`src/rtl/chip8_uart_loader.sv`:
```
// chip8_uart_loader: frames a CHIP-8 program image from UART bytes into program RAM, then releases the CPU.
// Latency: each payload byte raises a RAM write request on the cycle after its rx strobe.
// Backpressure: rx has none; a byte arriving while a write is still unacknowledged aborts the load (overrun).
// Ports: clk_i/rst_i (async active-high); rx_data_i/rx_valid_i byte strobe; restart_i leaves DONE/ERR;
//        mem_addr_o/mem_data_o/mem_we_o/mem_ack_i RAM write port; cpu_rst_o, done_o, err_o, err_code_o status.
// Frame: 2-byte big-endian length, then payload written from BASE_ADDR upward.
// Optional: define CHIP8_LOADER_CSUM_EN to require a trailing modulo-256 checksum byte (err_code 4 on mismatch).
module chip8_uart_loader #(
  parameter int             AW             = 12,
  parameter logic [AW-1:0]  BASE_ADDR      = 12'h200,
  parameter int             MAX_LEN        = 3584,
  parameter int             TIMEOUT_CYCLES = 1200000
) (
  input  logic          clk_i,
  input  logic          rst_i,
  input  logic [7:0]    rx_data_i,
  input  logic          rx_valid_i,
  input  logic          restart_i,
  output logic [AW-1:0] mem_addr_o,
  output logic [7:0]    mem_data_o,
  output logic          mem_we_o,
  input  logic          mem_ack_i,
  output logic          cpu_rst_o,
  output logic          done_o,
  output logic          err_o,
  output logic [2:0]    err_code_o
);

  localparam int            TW        = $clog2(TIMEOUT_CYCLES + 1);
  localparam logic [TW-1:0] TMO_LAST  = TW'(TIMEOUT_CYCLES - 1);
  localparam logic [15:0]   MAX_LEN_W = 16'(MAX_LEN);

  typedef enum logic [2:0] {
    S_IDLE   = 3'd0,
    S_LEN_HI = 3'd1,
    S_LEN_LO = 3'd2,
    S_DATA   = 3'd3,
`ifdef CHIP8_LOADER_CSUM_EN
    S_CSUM   = 3'd4,
`endif
    S_DONE   = 3'd5,
    S_ERR    = 3'd6
  } state_t;

  // State that follows the last payload write (or an empty payload).
`ifdef CHIP8_LOADER_CSUM_EN
  localparam state_t S_POST = S_CSUM;
`else
  localparam state_t S_POST = S_DONE;
`endif

  state_t        state_q, state_d;
  logic [AW-1:0] addr_q, addr_d;
  logic [7:0]    data_q, data_d;
  logic          we_q, we_d;
  logic          cpu_rst_q, cpu_rst_d;
  logic          done_q, done_d;
  logic          err_q, err_d;
  logic [2:0]    err_code_q, err_code_d;
  logic [15:0]   cnt_q, cnt_d;
  logic [7:0]    len_hi_q, len_hi_d;
  logic [TW-1:0] tmo_q, tmo_d;
`ifdef CHIP8_LOADER_CSUM_EN
  logic [7:0]    sum_q, sum_d;
`endif

  logic [15:0] len_w;
  logic        tmo_hit;
  logic [2:0]  errc;   // code to latch when the next state is ERR

  assign len_w   = {len_hi_q, rx_data_i};
  // A byte in the same cycle as the limit clears the counter instead of timing out.
  assign tmo_hit = (tmo_q == TMO_LAST) && !rx_valid_i;

  // State register
  always_ff @(posedge clk_i or posedge rst_i) begin
    if (rst_i) begin
      state_q    <= S_IDLE;
      addr_q     <= BASE_ADDR;
      data_q     <= 8'd0;
      we_q       <= 1'b0;
      cpu_rst_q  <= 1'b1;
      done_q     <= 1'b0;
      err_q      <= 1'b0;
      err_code_q <= 3'd0;
      cnt_q      <= 16'd0;
      len_hi_q   <= 8'd0;
      tmo_q      <= '0;
`ifdef CHIP8_LOADER_CSUM_EN
      sum_q      <= 8'd0;
`endif
    end else begin
      state_q    <= state_d;
      addr_q     <= addr_d;
      data_q     <= data_d;
      we_q       <= we_d;
      cpu_rst_q  <= cpu_rst_d;
      done_q     <= done_d;
      err_q      <= err_d;
      err_code_q <= err_code_d;
      cnt_q      <= cnt_d;
      len_hi_q   <= len_hi_d;
      tmo_q      <= tmo_d;
`ifdef CHIP8_LOADER_CSUM_EN
      sum_q      <= sum_d;
`endif
    end
  end

  // Next-state logic
  always_comb begin
    state_d = state_q;
    errc    = 3'd0;
    case (state_q)
      S_IDLE, S_LEN_HI: begin
        if (rx_valid_i)                state_d = S_LEN_LO;
        else if (state_q == S_LEN_HI)  state_d = S_IDLE;
      end
      S_LEN_LO: begin
        if (rx_valid_i) begin
          if (len_w == 16'd0)          state_d = S_POST;
          else if (len_w > MAX_LEN_W) begin state_d = S_ERR; errc = 3'd1; end
          else                         state_d = S_DATA;
        end else if (tmo_hit) begin
          state_d = S_ERR; errc = 3'd3;
        end
      end
      S_DATA: begin
        if (tmo_hit) begin
          state_d = S_ERR; errc = 3'd3;
        end else if (rx_valid_i && we_q && !mem_ack_i) begin
          state_d = S_ERR; errc = 3'd2;
        end else if (we_q && mem_ack_i && cnt_q == 16'd1) begin
`ifdef CHIP8_LOADER_CSUM_EN
          // A byte alongside the final ack is already the checksum byte.
          if (rx_valid_i) begin
            if (rx_data_i == sum_q) state_d = S_DONE;
            else begin state_d = S_ERR; errc = 3'd4; end
          end else begin
            state_d = S_CSUM;
          end
`else
          state_d = S_DONE;
`endif
        end
      end
`ifdef CHIP8_LOADER_CSUM_EN
      S_CSUM: begin
        if (rx_valid_i) begin
          if (rx_data_i == sum_q) state_d = S_DONE;
          else begin state_d = S_ERR; errc = 3'd4; end
        end else if (tmo_hit) begin
          state_d = S_ERR; errc = 3'd3;
        end
      end
`endif
      S_DONE, S_ERR: begin
        if (restart_i) state_d = S_LEN_HI;
      end
      default: state_d = S_IDLE;
    endcase
  end

  // Output / datapath logic
  always_comb begin
    addr_d     = addr_q;
    data_d     = data_q;
    we_d       = we_q;
    cpu_rst_d  = cpu_rst_q;
    done_d     = done_q;
    err_d      = err_q;
    err_code_d = err_code_q;
    cnt_d      = cnt_q;
    len_hi_d   = len_hi_q;
    tmo_d      = tmo_q;
`ifdef CHIP8_LOADER_CSUM_EN
    sum_d      = sum_q;
`endif
    case (state_q)
      S_IDLE, S_LEN_HI: begin
        if (rx_valid_i) len_hi_d = rx_data_i;
      end
      S_LEN_LO: begin
`ifdef CHIP8_LOADER_CSUM_EN
        sum_d = 8'd0;
`endif
        if (state_d == S_DATA) begin
          cnt_d  = len_w;
          addr_d = BASE_ADDR;
        end
      end
      S_DATA: begin
        if (state_d == S_DATA) begin
          if (we_q && mem_ack_i) begin
            addr_d = addr_q + AW'(1);
            cnt_d  = cnt_q - 16'd1;
            we_d   = 1'b0;
          end
          // Capture on an idle port, or back-to-back with the ack of the previous byte.
          if (rx_valid_i && (!we_q || mem_ack_i)) begin
            data_d = rx_data_i;
            we_d   = 1'b1;
`ifdef CHIP8_LOADER_CSUM_EN
            sum_d  = sum_q + rx_data_i;
`endif
          end
        end else begin
          // Leaving DATA: the final ack still counts unless a timeout pre-empted it.
          // The address is left on the last byte so it never steps past the RAM top.
          if (we_q && mem_ack_i && errc != 3'd3) cnt_d = cnt_q - 16'd1;
          we_d = 1'b0;
        end
      end
      S_DONE, S_ERR: begin
        if (state_d == S_LEN_HI) begin
          done_d     = 1'b0;
          err_d      = 1'b0;
          err_code_d = 3'd0;
          cpu_rst_d  = 1'b1;
          addr_d     = BASE_ADDR;
        end
      end
      default: ;
    endcase

    if (state_d == S_DONE && state_q != S_DONE) begin
      done_d    = 1'b1;
      cpu_rst_d = 1'b0;
      we_d      = 1'b0;
    end
    if (state_d == S_ERR && state_q != S_ERR) begin
      err_d      = 1'b1;
      err_code_d = errc;
      cpu_rst_d  = 1'b1;
      we_d       = 1'b0;
    end

    if (rx_valid_i || state_d != state_q)
      tmo_d = '0;
    else if (state_q == S_LEN_LO || state_q == S_DATA
`ifdef CHIP8_LOADER_CSUM_EN
             || state_q == S_CSUM
`endif
            )
      tmo_d = tmo_q + TW'(1);
  end

  assign mem_addr_o = addr_q;
  assign mem_data_o = data_q;
  assign mem_we_o   = we_q;
  assign cpu_rst_o  = cpu_rst_q;
  assign done_o     = done_q;
  assign err_o      = err_q;
  assign err_code_o = err_code_q;

endmodule

```
`config.mk`:
```
export PLATFORM = sky130hd
export DESIGN_NAME = chip8_uart_loader
export DESIGN_NICKNAME = d
export VERILOG_FILES = /design/src/rtl/chip8_uart_loader.sv
export SDC_FILE = /design/constraint.sdc
export NUM_CORES = 1
export LEC_CHECK = 0
export CORE_AREA = 2 2 120 122
export DETAILED_ROUTE_END_ITERATION = 6
export DIE_AREA = 0 0 122 124
export PLACE_DENSITY = 0.46
export SLEW_MARGIN = 40
export SYNTH_ARGS = -nofsm -noshare
export SYNTH_HDL_FRONTEND = slang
export SYNTH_SLANG_ARGS = --single-unit
export TNS_END_PERCENT = 100
```
`constraint.sdc`:
```
create_clock -name clk_i -period 3.3 [get_ports clk_i]
set_input_delay 0.66 -clock clk_i [delete_from_list [all_inputs] [get_ports clk_i]]
set_output_delay 0.66 -clock clk_i [all_outputs]
set_load 0.01 [all_outputs]
```
### Word-level counts from Yosys, hierarchy flattened

Cells that the tools add are included.

* register bits after elaboration: 75
* bits of input ports: 13
* output and inout port bits: 27
* word-level logic and storage cells: 121

* add/sub/neg operators: 3
* magnitude comparators: 1
* equality and inequality tests: 22
* mux-type cells: 47
* reduce and logical (&&, ||, !) cells: 37

Operators by type and width (count)
* $mux W16: 4
* $mux W12: 4
* $mux W21: 2
* $mux W3: 14
* $pmux W12 S3: 1
* $pmux W16 S2: 1
* $add A21 B1 Y21 const B: 1
* $eq A21 B21 Y1 const B: 1
* $eq A16 B1 Y1 const B: 1
* $gt A16 B12 Y1 const B: 1
* $logic_not A16 Y1: 1
* $mux W1: 16
* $sub A16 B1 Y16 const B: 1
* $add A12 B1 Y12 const B: 1
* $eq A3 B3 Y1 const B: 4
* $ne A3 B3 Y1 const B: 4
* $pmux W3 S4: 1
* $reduce_bool A2 Y1: 6
* $reduce_bool A3 Y1: 4
* $reduce_and A2 Y1: 5
* $eq A3 B2 Y1 const B: 3
* $logic_and A1 B1 Y1: 9
* $ne A2 B2 Y1 const B: 4
* $eq A3 B1 Y1 const B: 2
* 12 further kinds: 19

### Depth between registers and ports, before layout

Gate-level depths: netlist of the first run.

* depth in word-level cells: 11
* mapped depth: 10
* mapped depth without buffers: 9

### Worst setup path after synthesis of the first run

Ideal clock, no wire load.

* path kind: input port to flip-flop
* start point: input port rx_data_i[2]
* end point: register data_q[0] (netlist: mem_data_o[0])
* library setup time: 0.125 ns
* arrival: 2.471 ns
* required time: 3.175 ns
* slack: 0.704 ns
* cell stages on the path: 8
* path buffers: 2
* cells stage by stage: nor4_2 > nand3_1 > o311a_1 > a211o_1 > buf_6 > and3_1 > buf_6 > mux2_4

* elaborated cells on any way between the ends: 8
* those cells by class: 1 x order compare; 1 x eq/ne; 4 x mux; 2 x reduce/logical

RTL lines
* start, declared: line 16 `input logic [7:0] rx_data_i,`
* $logic_not A16 Y1: line 121 `if (len_w == 16'd0) state_d = S_POST;`
* $mux W3: line 121
* $mux W3: line 120 `if (rx_valid_i) begin`
* $pmux W3 S4: line 114 `case (state_q)`
* via state_d[1]: line 52 `state_t state_q, state_d;`
* $eq A3 B2 Y1: line 193 `if (state_d == S_DATA) begin`
* $reduce_and A3 Y1 (no source line)
* end signal, assigned: line 95 `data_q <= data_d;`
* end, declared: line 54 `logic [7:0] data_q, data_d;`

The timed path passes the listed nets, and every way through them passes these cells.
A chain may end at the register's enable or synchronous reset.

### Final worst setup path of the first run

* start point: input port rx_data_i[2]
* end point: register data_q[0] (netlist: mem_data_o[0])

* cells in the longest elaborated chain, start to end: 7
* elaborated cells on any way between the ends: 8
* those cells by class: 1 x order compare; 1 x eq/ne; 4 x mux; 2 x reduce/logical

Ends and longest elaborated chain
* $gt A16 B12 Y1: line 122 `else if (len_w > MAX_LEN_W) begin state_d = S_ERR; errc = 3'd1; end`
* $mux W3: line 122
* $mux W3 *: line 121
* $mux W3 *: line 120
* $pmux W3 S4 *: line 114
* $eq A3 B2 Y1 *: line 193
* $reduce_and A3 Y1 (no source line) *

Every way passes the cells marked *; elsewhere a longest branch is shown, timed or not.

==> flow_summary.ini, run 1 <==
[pwr]
p_leak_nw = 2.00
powerDensity_nw_per_um2 = 799
p_int_mw = 2.50
pwr-share-comb_pct = 41.7
clockPowerShare_pct = 22.1
p_sw_mw = 1.56
ir_drop_mv = 0.283
seqPwrFrac_pct = 36.2
netSwitchingFraction_pct = 38.5

[status]
outcome = complete, no violations

[timing]
final.period_utilization_pct = 89.3
finalCriticalPeriod_ns = 2.95
fmax_mhz = 339
hold_viol_final = 0
holdWs_ns = 0.499
finalSetupTns_ns = 0
drv_slew = 0
slew_headroom_pct = 58.1
rsz0062_at_grt = no
skew_ns = 0.0127
setup_viol = 0
worst_pin_slew_ns = 0.629

[global_route]
top_usage_layer = met2
grt.total_usage_pct = 15.1
met2_usage_pct = 23.5
overflow = 0
grt_max_degree = 37
grt_pass1_wl_um = 17700
gr-usage-met1_pct = 21.2
grt_pass1_vias = 3322
antenna_found_initial = 0
gr-usage-met3_pct = 2.56

[critical_path]
required_ns = 3.51
cp_max_fo = 9
cp_data_arrival_time_ns = 3.16
crit_type = in2reg
critPathCaptureType = register
critPathLaunchType = input port

[finish]
instances_no_fill = 673
layout_commonest_cell = dfrtp_1
layout_common_cells = dfrtp_1, nand2_1, clkdlybuf4s50_1
final_util_pct = 37.0
design_area_um2 = 5080
final_layout_size_suffix_gt1_share_pct = 13.8
fillCellCount = 1412
diodes = 0
area_growth_pct = 23.9
finalNetCount = 505

[floorplanning]
die_w_um = 122
rows = 43
fp.coreArea_um2 = 13700
die-area_um2 = 15100
start_util_pct = 29.9
chipHeight_um = 124
io_pins = 40

[synth]
yosys.cell_types.count = 62
avgSynthCellArea_um2 = 9.42
synth-seq-cells = 74
syn-cell-area_um2 = 4100
synth_seq_area_share_pct = 45.2
syn-instance-count = 435
async_reset_ff_share_pct = 100
synth_top_flop_cell = dfrtp_1
synth_edf_count = 0
ys_warn_count = 0
synth.net_count = 452

[detailed_routing]
drc = 0
drt_wl_total_um = 10600
first_iter_violations = 218
final_antenna_net_count = 0
dr.pass1.iters = 4
via_count = 3450
wire_per_inst_um = 15.8
vias_per_cell = 5.13

[clock_network]
post_cts_resize_count = 0
clkTransAtPathRegs_ns = 0.05
numCtsBuffers = 9
htreeDepth = 3
cts-root-buf = clkbuf_16
cts_sinks = 74
cts_tree = done
worstSkewPairLatency_ns = 0.33
clockBufferDepth = 2
hold_buffers = 0
cts_setup_buffers = 0

[placed_design]
io_buffers = 38
place_area_um2 = 4820
hpwl_um = 7710
dp.cells = 657
gp_congestion = 0.862

[job]
maxCapViolations = 0

[min_path]
hold_path_class = reg2reg
[cell families (layout without fill, tap and decap cells)]
group | count (synthesis) | after routing | share of synthesized area (%)
simple gates | 178 | 178 | 23.1
compound gates | 107 | 107 | 16.5
flops | 74 | 74 | 45.2
buf+inv | 31 | 89 | 3.48
xor+xnor | 21 | 21 | 4.49
mux | 19 | 19 | 5.86
fa+ha+maj | 4 | 4 | 1.22
other cells | 1 | 1 | 0.0915
[layout make-up]
type                       count  area (um^2)  share of cell area [%]
multi-input combinational    330         2100                    41.4
sequential                    74         1850                    36.5
timing repair buffer          64          601                    11.8
clock buffer                  15          258                    5.08
tap                          180          225                    4.43
inverter                       9         33.8                   0.665
clock inverter                 1         5.00                  0.0985
[through the flow]
step	setup WS [ns]	power [mW]
6_report	0.352	4.06
5_1_grt	0.177	4.35
4_1_cts	0.356	4.10
3_5_place_dp	-0.00142	3.18
3_3_place_gp	0.0536	3.17
2_1_floorplan	0.704	2.52
[synthesized netlist by cell type (all sizes together) (11+ instances only)]
cell type	n	area share, %
nor2	28	2.6
nand2	38	3.5
nor3	33	4.2
dfrtp	72	44
clkbuf	13	1.2
o21ai	30	3.7
mux2	16	5.1
nand3	21	2.6
xor2	12	2.6
nand4	11	1.7
a21oi	32	3.9
[final timing paths]
path | slack, ns | end | from | cells past startpoint
worst max-delay path | 0.35 | mem_data_o[0] | rx_data_i[2] | 7
worst min-delay path | 0.50 | cnt_q[15] | cnt_q[15] | 1
worst max register to register | 0.56 | mem_data_o[0] | tmo_q[0] | 7
worst min register to register | 0.50 | cnt_q[15] | cnt_q[15] | 1
max in group asynchronous | 1.97 | mem_addr_o[9] | rst_i | 3
min in group asynchronous | 0.63 | tmo_q[17] | rst_i | 2
[state kept, by name, summed over array words and instances, names as in the netlist]
signal / cells
len_hi_q: 8
cpu_rst_o: 1
cnt_q: 16
mem_addr_o: 12
done_o: 1
err_code_o: 2
err_o: 1
mem_we_o: 1
tmo_q: 21
mem_data_o: 8
state_q: 3
[power by group through the flow]
stage / combinational, mW / clock, mW / sequential, mW
2_1_floorplan: 1.09 / 0 / 1.43
3_3_place_gp: 1.69 / 0 / 1.48
3_5_place_dp: 1.70 / 0 / 1.48
4_1_cts: 1.71 / 0.919 / 1.47
5_1_grt: 1.88 / 0.960 / 1.51
6_report: 1.69 / 0.895 / 1.47
[critical path: stages]
cell and delay (ns):
clkdlybuf4s50_1 0.43, nor4_2 0.32, nand3_1 0.20, o311a_1 0.39, a211o_1 0.35, and3_1 0.42
mux2_4 0.38
[metal layers]
layer  up-vias  wire length [um]  share of wire (%)
li1       1712                 -                  -
met4         0               153                1.4
met5         -                 0                  0
met3         8               377                3.5
met2        71              4940                 46
met1      1659              5170                 49
Power figures use the tool's default switching activity.
==> inputs of run 2 (changes only) <==
--- a/config.mk
+++ b/config.mk
@@ -8,7 +8,8 @@
 export CORE_AREA = 2 2 120 122
 export DETAILED_ROUTE_END_ITERATION = 6
 export DIE_AREA = 0 0 122 124
-export PLACE_DENSITY = 0.46
+export DONT_BUFFER_PORTS = 1
+export PLACE_DENSITY = 0.42
 export SLEW_MARGIN = 40
 export SYNTH_ARGS = -nofsm -noshare
 export SYNTH_HDL_FRONTEND = slang
==> run 2 against run 1 <==
Against the previous run:
- clock skew shrank 0.0055 ns
- design area shrank 9.2%
- cell count shrank 7.9%
- via count shrank 2.9%
- fmax shrank 1.7%
- sequential cell count is the same
- critical endpoint is now tmo_q[14]
- clock-buffer cell count shrank 1
- utilization shrank 3.4 points
==> flow_summary.ini, run 2 (synthesis results as in run 1) <==
[clock_network]
htreeDepth = 3
cts_setup_buffers = 0
worstSkewPairLatency_ns = 0.34
numCtsBuffers = 9
cts_tree = done
cts-root-buf = clkbuf_16
clockBufferDepth = 2
cts_sinks = 74
clkTransAtPathRegs_ns = 0.06
hold_buffers = 0
post_cts_resize_count = 0

[finish]
layout_commonest_cell = dfrtp_1
final_layout_size_suffix_gt1_share_pct = 12.5
regMostFlops = tmo_q
largest_reg_flops = 21
finalNetCount = 452
layout_common_cells = dfrtp_1, nand2_1, nor3_1, a21oi_1, o21ai_0
diodes = 0
area_growth_pct = 12.5

[pwr]
powerDensity_nw_per_um2 = 839
p_leak_nw = 1.80
netSwitchingFraction_pct = 39.6
pwr-share-comb_pct = 34.6
seqPwrFrac_pct = 39.8
ir_drop_mv = 0.331
clockPowerShare_pct = 25.7
p_sw_mw = 1.53
p_int_mw = 2.34

[global_route]
grt_pass1_wl_um = 17900
grt_pass1_vias = 3246
grt_max_degree = 40
top_usage_layer = met2
overflow = 0
gr-usage-met3_pct = 4.44
antenna_found_initial = 0
gr-usage-met1_pct = 21.3
met2_usage_pct = 22.3
grt.total_usage_pct = 15.4

[detailed_routing]
first_iter_violations = 334
final_antenna_net_count = 0
vias_per_cell = 5.40
dr.pass1.iters = 4
wire_per_inst_um = 17.5
drc = 0
drt_wl_total_um = 10900
via_count = 3349

[floorplanning]
chipHeight_um = 124
start_util_pct = 29.9
io_pins = 40
fp.coreArea_um2 = 13700
die-area_um2 = 15100
die_w_um = 122
rows = 43

[timing]
worst_pin_slew_ns = 0.753
setup_viol = 0
final.period_utilization_pct = 90.9
fmax_mhz = 333
hold_viol_final = 0
slew_headroom_pct = 49.8
finalCriticalPeriod_ns = 3.00
rsz0062_at_grt = no
finalSetupTns_ns = 0
skew_ns = 0.00720
drv_slew = 0
worst_slack_ns = 0.300

[min_path]
hold_path_class = in2async

[placed_design]
gp_congestion = 0.780
place_ws_ns = 0.249
io_buffers = 0
hpwl_um = 7530

[critical_path]
required_ns = 3.54
crit_type = reg2reg
cp_data_arrival_time_ns = 3.24
cp_max_fo = 21
critPathLaunchType = register
critPathCaptureType = register

[status]
outcome = complete, no violations

[job]
maxCapViolations = 0
-- run 2: critical path, cell delays in order, from the launching register on --
cell and delay (ns):
dfrtp_1 0.41, nor4_1 0.62, nand2_1 0.18, or2_2 0.30, o211ai_1 0.28, a31oi_1 0.13
or3_1 0.70, nor3_1 0.29
-- run 2: cell type report --
| cell class | count | area (um^2) |
|---|---|---|
| Fill cell | 1423 | 9110 |
| Sequential cell | 74 | 1850 |
| Inverter | 9 | 35.0 |
| Clock inverter | 2 | 35.0 |
| Multi-Input combinational cell | 330 | 2100 |
| Timing Repair Buffer | 11 | 95.1 |
| Tap cell | 180 | 225 |
| Clock buffer | 14 | 264 |
-- run 2: path summary, 6_finish.rpt --
check,from,end,slack (ns),cells after the start
max,len_hi_q[4],tmo_q[14],0.30,7
min,rst_i,tmo_q[15],0.29,1
max reg2reg,len_hi_q[4],tmo_q[14],0.30,7
min reg2reg,cnt_q[15],cnt_q[15],0.50,1
max in group asynchronous,rst_i,mem_addr_o[9],2.30,2
min in group clk_i,rx_valid_i,tmo_q[13],0.39,1
-- run 2: power by group through the flow --
stage          logic [mW]  clock network (mW)  registers, mW
6_report             1.34               0.993           1.54
2_1_floorplan        1.09                   0           1.43
3_5_place_dp         1.34                   0           1.55
4_1_cts              1.34                1.03           1.54
5_1_grt              1.51                1.07           1.59
3_3_place_gp         1.34                   0           1.55
-- run 2: stage by stage --
step | total power, mW | hold slack [ns] | cells | area (um^2) | util [%]
after global routing | 4.17 | 0.338 | 620 | 4610 | 33.6
after floorplan | 2.52 | 0.457 | 435 | 4100 | -
after global placement | 2.89 | 0.484 | 604 | 4310 | 31.4
after CTS | 3.91 | 0.308 | 620 | 4610 | 33.6
after detailed placement | 2.89 | 0.481 | 604 | 4310 | 31.4
final | 3.87 | 0.288 | 620 | 4610 | 33.6
-- run 2: per-layer routing --
metal  routed length (um)  up-vias
li1                     -     1616
met1                 5230     1625
met2                 4770       91
met4                  210        0
met3                  648       17
met5                    0        -
